`src/rtl/matrix_frame_scheduler_if.sv`:
```
// Requester/display bundle for matrix_frame_scheduler: two back-buffer writers
// (A = game engine, B = scroller) plus the LED matrix drive and status pulses.
interface matrix_frame_scheduler_if;
  logic       a_req;
  logic       a_we;
  logic [2:0] a_row;
  logic [7:0] a_r;
  logic [7:0] a_g;
  logic       a_swap;
  logic       b_req;
  logic       b_we;
  logic [2:0] b_row;
  logic [7:0] b_r;
  logic [7:0] b_g;
  logic       b_swap;
  logic       a_gnt;
  logic       b_gnt;
  logic       swap_done;
  logic       frame_start;
  logic [7:0] matrix_scanout;
  logic [7:0] matrix_segout_r;
  logic [7:0] matrix_segout_g;

  modport master (
    output a_req, a_we, a_row, a_r, a_g, a_swap,
    output b_req, b_we, b_row, b_r, b_g, b_swap,
    input  a_gnt, b_gnt, swap_done, frame_start,
    input  matrix_scanout, matrix_segout_r, matrix_segout_g
  );

  modport slave (
    input  a_req, a_we, a_row, a_r, a_g, a_swap,
    input  b_req, b_we, b_row, b_r, b_g, b_swap,
    output a_gnt, b_gnt, swap_done, frame_start,
    output matrix_scanout, matrix_segout_r, matrix_segout_g
  );
endinterface

```
`src/rtl/matrix_frame_scheduler.sv`:
```
// Double-buffered 8x8 bicolor LED frame store with row scanning, A/B write arbitration
// and tear-free swaps on frame boundaries. Define MATRIX_BLANK_EN for per-row blanking.
module matrix_frame_scheduler #(
  parameter int unsigned SCAN_DIV     = 8192,
  parameter int unsigned BLANK_CYCLES = 16
) (
  input logic                      clk,
  input logic                      reset,
  matrix_frame_scheduler_if.slave  bus
);

  localparam int unsigned      DW        = (SCAN_DIV > 1) ? $clog2(SCAN_DIV) : 1;
  localparam logic [DW-1:0]    DIV_LAST  = DW'(SCAN_DIV - 1);
  localparam logic [DW-1:0]    BLANK_LEN = DW'(BLANK_CYCLES);
`ifdef MATRIX_BLANK_EN
  localparam bit               BLANK_ON  = 1'b1;
`else
  localparam bit               BLANK_ON  = 1'b0;
`endif

  localparam logic [1:0] ST_IDLE  = 2'd0;
  localparam logic [1:0] ST_OWN_A = 2'd1;
  localparam logic [1:0] ST_OWN_B = 2'd2;

  logic [1:0]    state_q, state_d;
  logic          last_b_q, last_b_d;   // 1 = B was served last
  logic [DW-1:0] div_q, div_d;
  logic [2:0]    row_q, row_d;
  logic          front_q, front_d;
  logic          pending_q, pending_d;
  logic          swap_done_q, frame_start_q;
  logic [7:0]    scan_q, seg_r_q, seg_g_q;
  logic [7:0]    scan_d, seg_r_d, seg_g_d;
  logic [7:0]    buf_r_q [2][8];
  logic [7:0]    buf_g_q [2][8];

  logic       a_gnt, b_gnt, wr_en, swap_req, wrap, boundary, apply, blank;
  logic [2:0] wr_row;
  logic [7:0] wr_r, wr_g;

  // NOTE: every always_comb output gets a default first so no path can infer a latch.
  always_comb begin
    state_d  = state_q;
    last_b_d = last_b_q;
    case (state_q)
      ST_IDLE: begin
        if (bus.a_req && (!bus.b_req || last_b_q)) state_d = ST_OWN_A;
        else if (bus.b_req)                        state_d = ST_OWN_B;
      end
      ST_OWN_A: if (!bus.a_req) begin
        state_d  = ST_IDLE;
        last_b_d = 1'b0;
      end
      ST_OWN_B: if (!bus.b_req) begin
        state_d  = ST_IDLE;
        last_b_d = 1'b1;
      end
      default: state_d = ST_IDLE;
    endcase
  end

  // Grants decode straight from state so an async reset drops them at once.
  assign a_gnt    = (state_q == ST_OWN_A);
  assign b_gnt    = (state_q == ST_OWN_B);
  assign wr_en    = (bus.a_we && a_gnt) || (bus.b_we && b_gnt);
  assign wr_row   = a_gnt ? bus.a_row : bus.b_row;
  assign wr_r     = a_gnt ? bus.a_r   : bus.b_r;
  assign wr_g     = a_gnt ? bus.a_g   : bus.b_g;
  assign swap_req = (bus.a_swap && a_gnt) || (bus.b_swap && b_gnt);

  assign wrap      = (div_q == DIV_LAST);
  assign boundary  = wrap && (row_q == 3'd7);
  assign apply     = boundary && pending_q;
  assign div_d     = wrap ? '0 : div_q + 1'b1;
  assign row_d     = wrap ? row_q + 3'd1 : row_q;
  assign front_d   = front_q ^ apply;
  // A request landing on the boundary edge survives the clear and waits one frame.
  assign pending_d = (pending_q && !apply) || swap_req;

  // Outputs are built from next-cycle row/front so a new frame appears with frame_start.
  assign blank   = BLANK_ON && (div_d < BLANK_LEN);
  assign scan_d  = 8'd1 << row_d;
  assign seg_r_d = blank ? 8'd0 : buf_r_q[front_d][row_d];
  assign seg_g_d = blank ? 8'd0 : buf_g_q[front_d][row_d];

  // NOTE: sequential state uses non-blocking assignments only, so every register
  // samples pre-edge values regardless of statement order.
  always_ff @(posedge clk or negedge reset) begin
    if (!reset) begin
      state_q       <= ST_IDLE;
      last_b_q      <= 1'b1;
      div_q         <= '0;
      row_q         <= 3'd0;
      front_q       <= 1'b0;
      pending_q     <= 1'b0;
      swap_done_q   <= 1'b0;
      frame_start_q <= 1'b0;
      scan_q        <= 8'b0000_0001;
      seg_r_q       <= 8'd0;
      seg_g_q       <= 8'd0;
    end else begin
      state_q       <= state_d;
      last_b_q      <= last_b_d;
      div_q         <= div_d;
      row_q         <= row_d;
      front_q       <= front_d;
      pending_q     <= pending_d;
      swap_done_q   <= apply;
      frame_start_q <= boundary;
      scan_q        <= scan_d;
      seg_r_q       <= seg_r_d;
      seg_g_q       <= seg_g_d;
    end
  end

  // NOTE: the frame store is cleared by reset so the display is blank afterwards;
  // this forces it into flops rather than a RAM macro, which is fine at 256 bits.
  always_ff @(posedge clk or negedge reset) begin
    if (!reset) begin
      for (int b = 0; b < 2; b++) begin
        for (int r = 0; r < 8; r++) begin
          buf_r_q[b][r] <= 8'd0;
          buf_g_q[b][r] <= 8'd0;
        end
      end
    end else if (wr_en) begin
      buf_r_q[~front_q][wr_row] <= wr_r;
      buf_g_q[~front_q][wr_row] <= wr_g;
    end
  end

  assign bus.a_gnt           = a_gnt;
  assign bus.b_gnt           = b_gnt;
  assign bus.swap_done       = swap_done_q;
  assign bus.frame_start     = frame_start_q;
  assign bus.matrix_scanout  = scan_q;
  assign bus.matrix_segout_r = seg_r_q;
  assign bus.matrix_segout_g = seg_g_q;

endmodule

```
`src/flat_wrapper.sv`:
```
// flat-port wrapper written by rule: the top's interface ports become plain ports
module matrix_frame_scheduler_flat 
#(
  parameter int unsigned SCAN_DIV     = 8192,
  parameter int unsigned BLANK_CYCLES = 16
)
  (clk, reset, bus_a_req, bus_a_we, bus_a_row, bus_a_r, bus_a_g, bus_a_swap, bus_b_req, bus_b_we, bus_b_row, bus_b_r, bus_b_g, bus_b_swap, bus_a_gnt, bus_b_gnt, bus_swap_done, bus_frame_start, bus_matrix_scanout, bus_matrix_segout_r, bus_matrix_segout_g);
  matrix_frame_scheduler_if bus_i ();
  input logic clk;
  input logic reset;
  input wire logic [$bits(bus_i.a_req)-1:0] bus_a_req;
  input wire logic [$bits(bus_i.a_we)-1:0] bus_a_we;
  input wire logic [$bits(bus_i.a_row)-1:0] bus_a_row;
  input wire logic [$bits(bus_i.a_r)-1:0] bus_a_r;
  input wire logic [$bits(bus_i.a_g)-1:0] bus_a_g;
  input wire logic [$bits(bus_i.a_swap)-1:0] bus_a_swap;
  input wire logic [$bits(bus_i.b_req)-1:0] bus_b_req;
  input wire logic [$bits(bus_i.b_we)-1:0] bus_b_we;
  input wire logic [$bits(bus_i.b_row)-1:0] bus_b_row;
  input wire logic [$bits(bus_i.b_r)-1:0] bus_b_r;
  input wire logic [$bits(bus_i.b_g)-1:0] bus_b_g;
  input wire logic [$bits(bus_i.b_swap)-1:0] bus_b_swap;
  output wire logic [$bits(bus_i.a_gnt)-1:0] bus_a_gnt;
  output wire logic [$bits(bus_i.b_gnt)-1:0] bus_b_gnt;
  output wire logic [$bits(bus_i.swap_done)-1:0] bus_swap_done;
  output wire logic [$bits(bus_i.frame_start)-1:0] bus_frame_start;
  output wire logic [$bits(bus_i.matrix_scanout)-1:0] bus_matrix_scanout;
  output wire logic [$bits(bus_i.matrix_segout_r)-1:0] bus_matrix_segout_r;
  output wire logic [$bits(bus_i.matrix_segout_g)-1:0] bus_matrix_segout_g;
  assign bus_i.a_req = bus_a_req;
  assign bus_i.a_we = bus_a_we;
  assign bus_i.a_row = bus_a_row;
  assign bus_i.a_r = bus_a_r;
  assign bus_i.a_g = bus_a_g;
  assign bus_i.a_swap = bus_a_swap;
  assign bus_i.b_req = bus_b_req;
  assign bus_i.b_we = bus_b_we;
  assign bus_i.b_row = bus_b_row;
  assign bus_i.b_r = bus_b_r;
  assign bus_i.b_g = bus_b_g;
  assign bus_i.b_swap = bus_b_swap;
  assign bus_a_gnt = bus_i.a_gnt;
  assign bus_b_gnt = bus_i.b_gnt;
  assign bus_swap_done = bus_i.swap_done;
  assign bus_frame_start = bus_i.frame_start;
  assign bus_matrix_scanout = bus_i.matrix_scanout;
  assign bus_matrix_segout_r = bus_i.matrix_segout_r;
  assign bus_matrix_segout_g = bus_i.matrix_segout_g;
  matrix_frame_scheduler #(.SCAN_DIV(SCAN_DIV), .BLANK_CYCLES(BLANK_CYCLES)) u_core (.clk(clk), .reset(reset), .bus(bus_i));
endmodule
```
`config.mk`:
```
export PLATFORM = sky130hd
export DESIGN_NAME = matrix_frame_scheduler_flat
export DESIGN_NICKNAME = d
export VERILOG_FILES = /design/src/rtl/matrix_frame_scheduler_if.sv /design/src/rtl/matrix_frame_scheduler.sv /design/src/flat_wrapper.sv
export SDC_FILE = /design/constraint.sdc
export NUM_CORES = 1
export LEC_CHECK = 0
export ABC_AREA = 0
export BUFFER_PORTS_ARGS = -buffer_cell sky130_fd_sc_hd__buf_4
export CORE_ASPECT_RATIO = 1.1
export CORE_MARGIN = 1.5
export CORE_UTILIZATION = 55
export DETAILED_ROUTE_END_ITERATION = 16
export PLACE_DENSITY = 0.74
export REMOVE_ABC_BUFFERS = 1
export SYNTH_ARGS = -nofsm -noshare
export SYNTH_HDL_FRONTEND = slang
export SYNTH_SLANG_ARGS = --single-unit
export TNS_END_PERCENT = 10
```
`constraint.sdc`:
```
create_clock -name clk -period 2.13 [get_ports clk]
set_input_delay 0.3195 -clock clk [delete_from_list [all_inputs] [get_ports clk]]
set_output_delay 0.3195 -clock clk [all_outputs]
set_load 0.02 [all_outputs]
```
==> reports/results.ini <==
[grt]
grt_usage_pct = 30.8
use_met2_pct = 49.3
busiest_layer = met2
grt_max_degree = 73
use_met1_pct = 42.5
antenna_found_initial = 1
grt-ovfl-total = 0
grt.met3_usage_pct = 5.33
grt_pass1_wl_um = 59800
grt_pass1_vias = 11100

[clock_tree]
clock_sinks = 303
htree_levels = 1
cts_root_buffer = clkbuf_16
cts_tree = done
cts.clk_slew.worst_paths_ns = 0.06
clockBufferDepth = 3
clk_latency_ns = 0.57
cts_buffers = 31

[synthesis]
synth.largest_area_cell = dfrtp_1
synth.ff_latch_count = 303
synth-edff-count = 0
syn-cell-area_mm2 = 0.0133
synth_top_cell_area_share_pct = 56.5
syn_inst = 1367
ys_seq_area_share_pct = 56.9
synth_ff_type = dfrtp_1
ys_top_cells_by_area = dfrtp_1 57%, a21oi_1 6.3%, nand2_1 5.8%
synth_warnings = 0
syn_area_per_cell_um2 = 9.74
async_flop_share_pct = 100
ys_types = 56

[die]
die-area_mm2 = 0.0252
core_mm2 = 0.0237
die_h_um = 166
die_x_um = 151
ios = 74
rows = 59
start_util_pct = 56.2

[worst_setup_path]
r2r_cells = 8
worst_setup_path_start_kind = flip-flop
worst_path_max_delay_cell = mux2_4
crit_buf_inv = 1
cp-end-kind = flip-flop
cpMostUsedCell = and4_4
required_ns = 2.58
cp_max_fo = 12
crit_chain = ha_2 > and4_4 > and4_4 > mux2_4 > buf_12 > a222oi_1 > a211oi_1 > a31o_1
r2r_slack_ns = -0.30
slowest_delay_ns = 0.37
r2r_start = u_core.div_q[0]
cp_data_arrival_time_ns = 2.88
criticalPathCategory = reg -> reg
crit_family = compound AO/OA/AOI/OAI gates
r2r_end = u_core.bus.matrix_segout_r[1]

[cells_and_area]
layout_common_cells = 301 x dfrtp_1, 206 x nand2_1, 171 x buf_4
fin_nets = 1546
final_util_pct = 69.2
final_common_cell = dfrtp_1
area.growth.synth_to_final_pct = 23.1
drive_gt1_share_pct = 19.8

[pwr]
p_per_area_mw_per_mm2 = 932
ir_drop_mv = 0.762
p_leak_uw = 0.00755

[detailed_routing]
postRouteAntennaNets = 0
routedWlPerCell_um = 20.8
vias = 11200
firstDrtPassIters = 8
drt_iter0_drc = 1075
routed_wl_um = 37900
viasPerCell = 6.13
remaining_drc_errors = 0

[worst_hold_path]
min_path_cells = 3
min_path_type = in -> reg
min_from = bus_b_req
hold_end = u_core.state_q[1]

[sta]
setup_viol = 16
timing.final.crit_share_pct = 114
fmax_mhz = 411
period_minus_slack_ns = 2.43
fin_skew_ns = 0.0152
finalMaxSlewViolations = 0
relSlewSlack_pct = 67.8
rsz0062_at_grt = yes
worst_slack_ns = -0.304
worst_pin_slew_ns = 0.483
hold_viol = 0

[run]
drv_cap = 0

[status]
status = complete, but fails checks
violations = setup timing

[placed_design]
place_congestion = 0.843
dp_slack_ns = -0.288
port_buffers = 73
dp_hpwl_um = 22600

==> worst reg2reg max path, stage by stage, from the launching register on <==
cell	delay, ns
dfrtp_1	0.36
ha_2	0.19
and4_4	0.24
and4_4	0.30
mux2_4	0.38
buf_12	0.17
a222oi_1	0.32
a211oi_1	0.14
a31o_1	0.21
==> cell usage after synthesis, drive strengths merged (11+ instances only) <==
cell and instances:
nand2 207, a221oi 25, nor2 145, o21ai 142, nand4 14, dfrtp 301
mux2i 42, a22oi 26, a222oi 23, buf 45, nor2b 11, a21oi 169
clkbuf 72, nand3 29
==> flip-flops by register name, indices dropped and copies added, names as in the netlist <==
register	count
u_core.buf_g_q	128
u_core.buf_r_q	128
u_core.bus.frame_start	1
u_core.bus.matrix_scanout	8
u_core.bus.matrix_segout_g	8
u_core.bus.matrix_segout_r	8
u_core.bus.swap_done	1
u_core.div_q	13
u_core.front_q	1
u_core.last_b_q	1
u_core.pending_q	1
u_core.row_q	3
u_core.state_q	2
==> cell families (layout without fill, tap and decap cells) <==
group,after synthesis,after routing,share of synthesized area (%)
AND/OR/NAND/NOR,439,439,13.9
other,0,1,0
buffers and inverters,122,271,4.32
AO/OA/AOI/OAI,441,441,19.9
XOR/XNOR,12,12,0.845
adder cells (fa/ha/maj),3,3,0.282
multiplexers,47,49,3.75
flip-flops,303,303,56.9
==> area by class of cell <==
class	count	area (µm²)
multi-input combinational	944	5340
clock buffer	44	895
tap	305	382
clock inverter	10	156
fill	1766	7310
sequential	303	7580
timing repair buffer	212	2010
inverter	5	21.3
antenna	1	2.50
==> per-layer routing <==
metal	part of all wire (%)	up-vias
met5	0	-
met4	3.3	0
met3	8.0	76
met2	48	484
met1	41	5533
li1	-	5095
==> report_power, final <==
| group | switching, µW | internal [µW] |
|---|---|---|
| Combinational | 1100 | 851 |
| Clock | 2240 | 3380 |
| Sequential | 763 | 6940 |
| Total | 4100 | 11200 |
==> what timing repair did <==
action	in CTS	in global routing
setup buffers	5	8
hold buffers	4	0
resized for setup	21	14
endpoints found under the hold margin	128	0
endpoints found under the setup margin	17	32
pin swaps	19	5
cloned	3	1
==> stage by stage <==
step / std cells / TNS (ns) / power [µW] / hold WS, ns / cell area [µm²]
floorplan: 1250 / -411.00 / 8820 / 0.0239 / 12800
global placement: 1748 / -2.77 / 9520 / 0.203 / 15000
detailed placement: 1748 / -3.77 / 9670 / 0.204 / 15000
CTS: 1814 / -2.94 / 15300 / 0.0178 / 16200
global route: 1823 / -4.69 / 16000 / 0.0522 / 16400
finish: 1824 / -3.58 / 15300 / 0.0276 / 16400
==> worst max path at each step <==
stage | startpoint | end | cells after the start
2_1_floorplan | u_core.state_q[1] | u_core.buf_g_q[56] | 4
3_3_place_gp | u_core.div_q[0] | u_core.bus.matrix_segout_r[3] | 9
3_5_place_dp | u_core.row_q[1] | u_core.bus.matrix_segout_g[7] | 9
4_1_cts | u_core.div_q[0] | u_core.bus.matrix_segout_r[1] | 8
5_1_grt | u_core.div_q[0] | u_core.bus.matrix_segout_g[1] | 8
6_report | u_core.div_q[0] | u_core.bus.matrix_segout_r[1] | 8
Note: power is estimated with default switching activity, not from simulation.
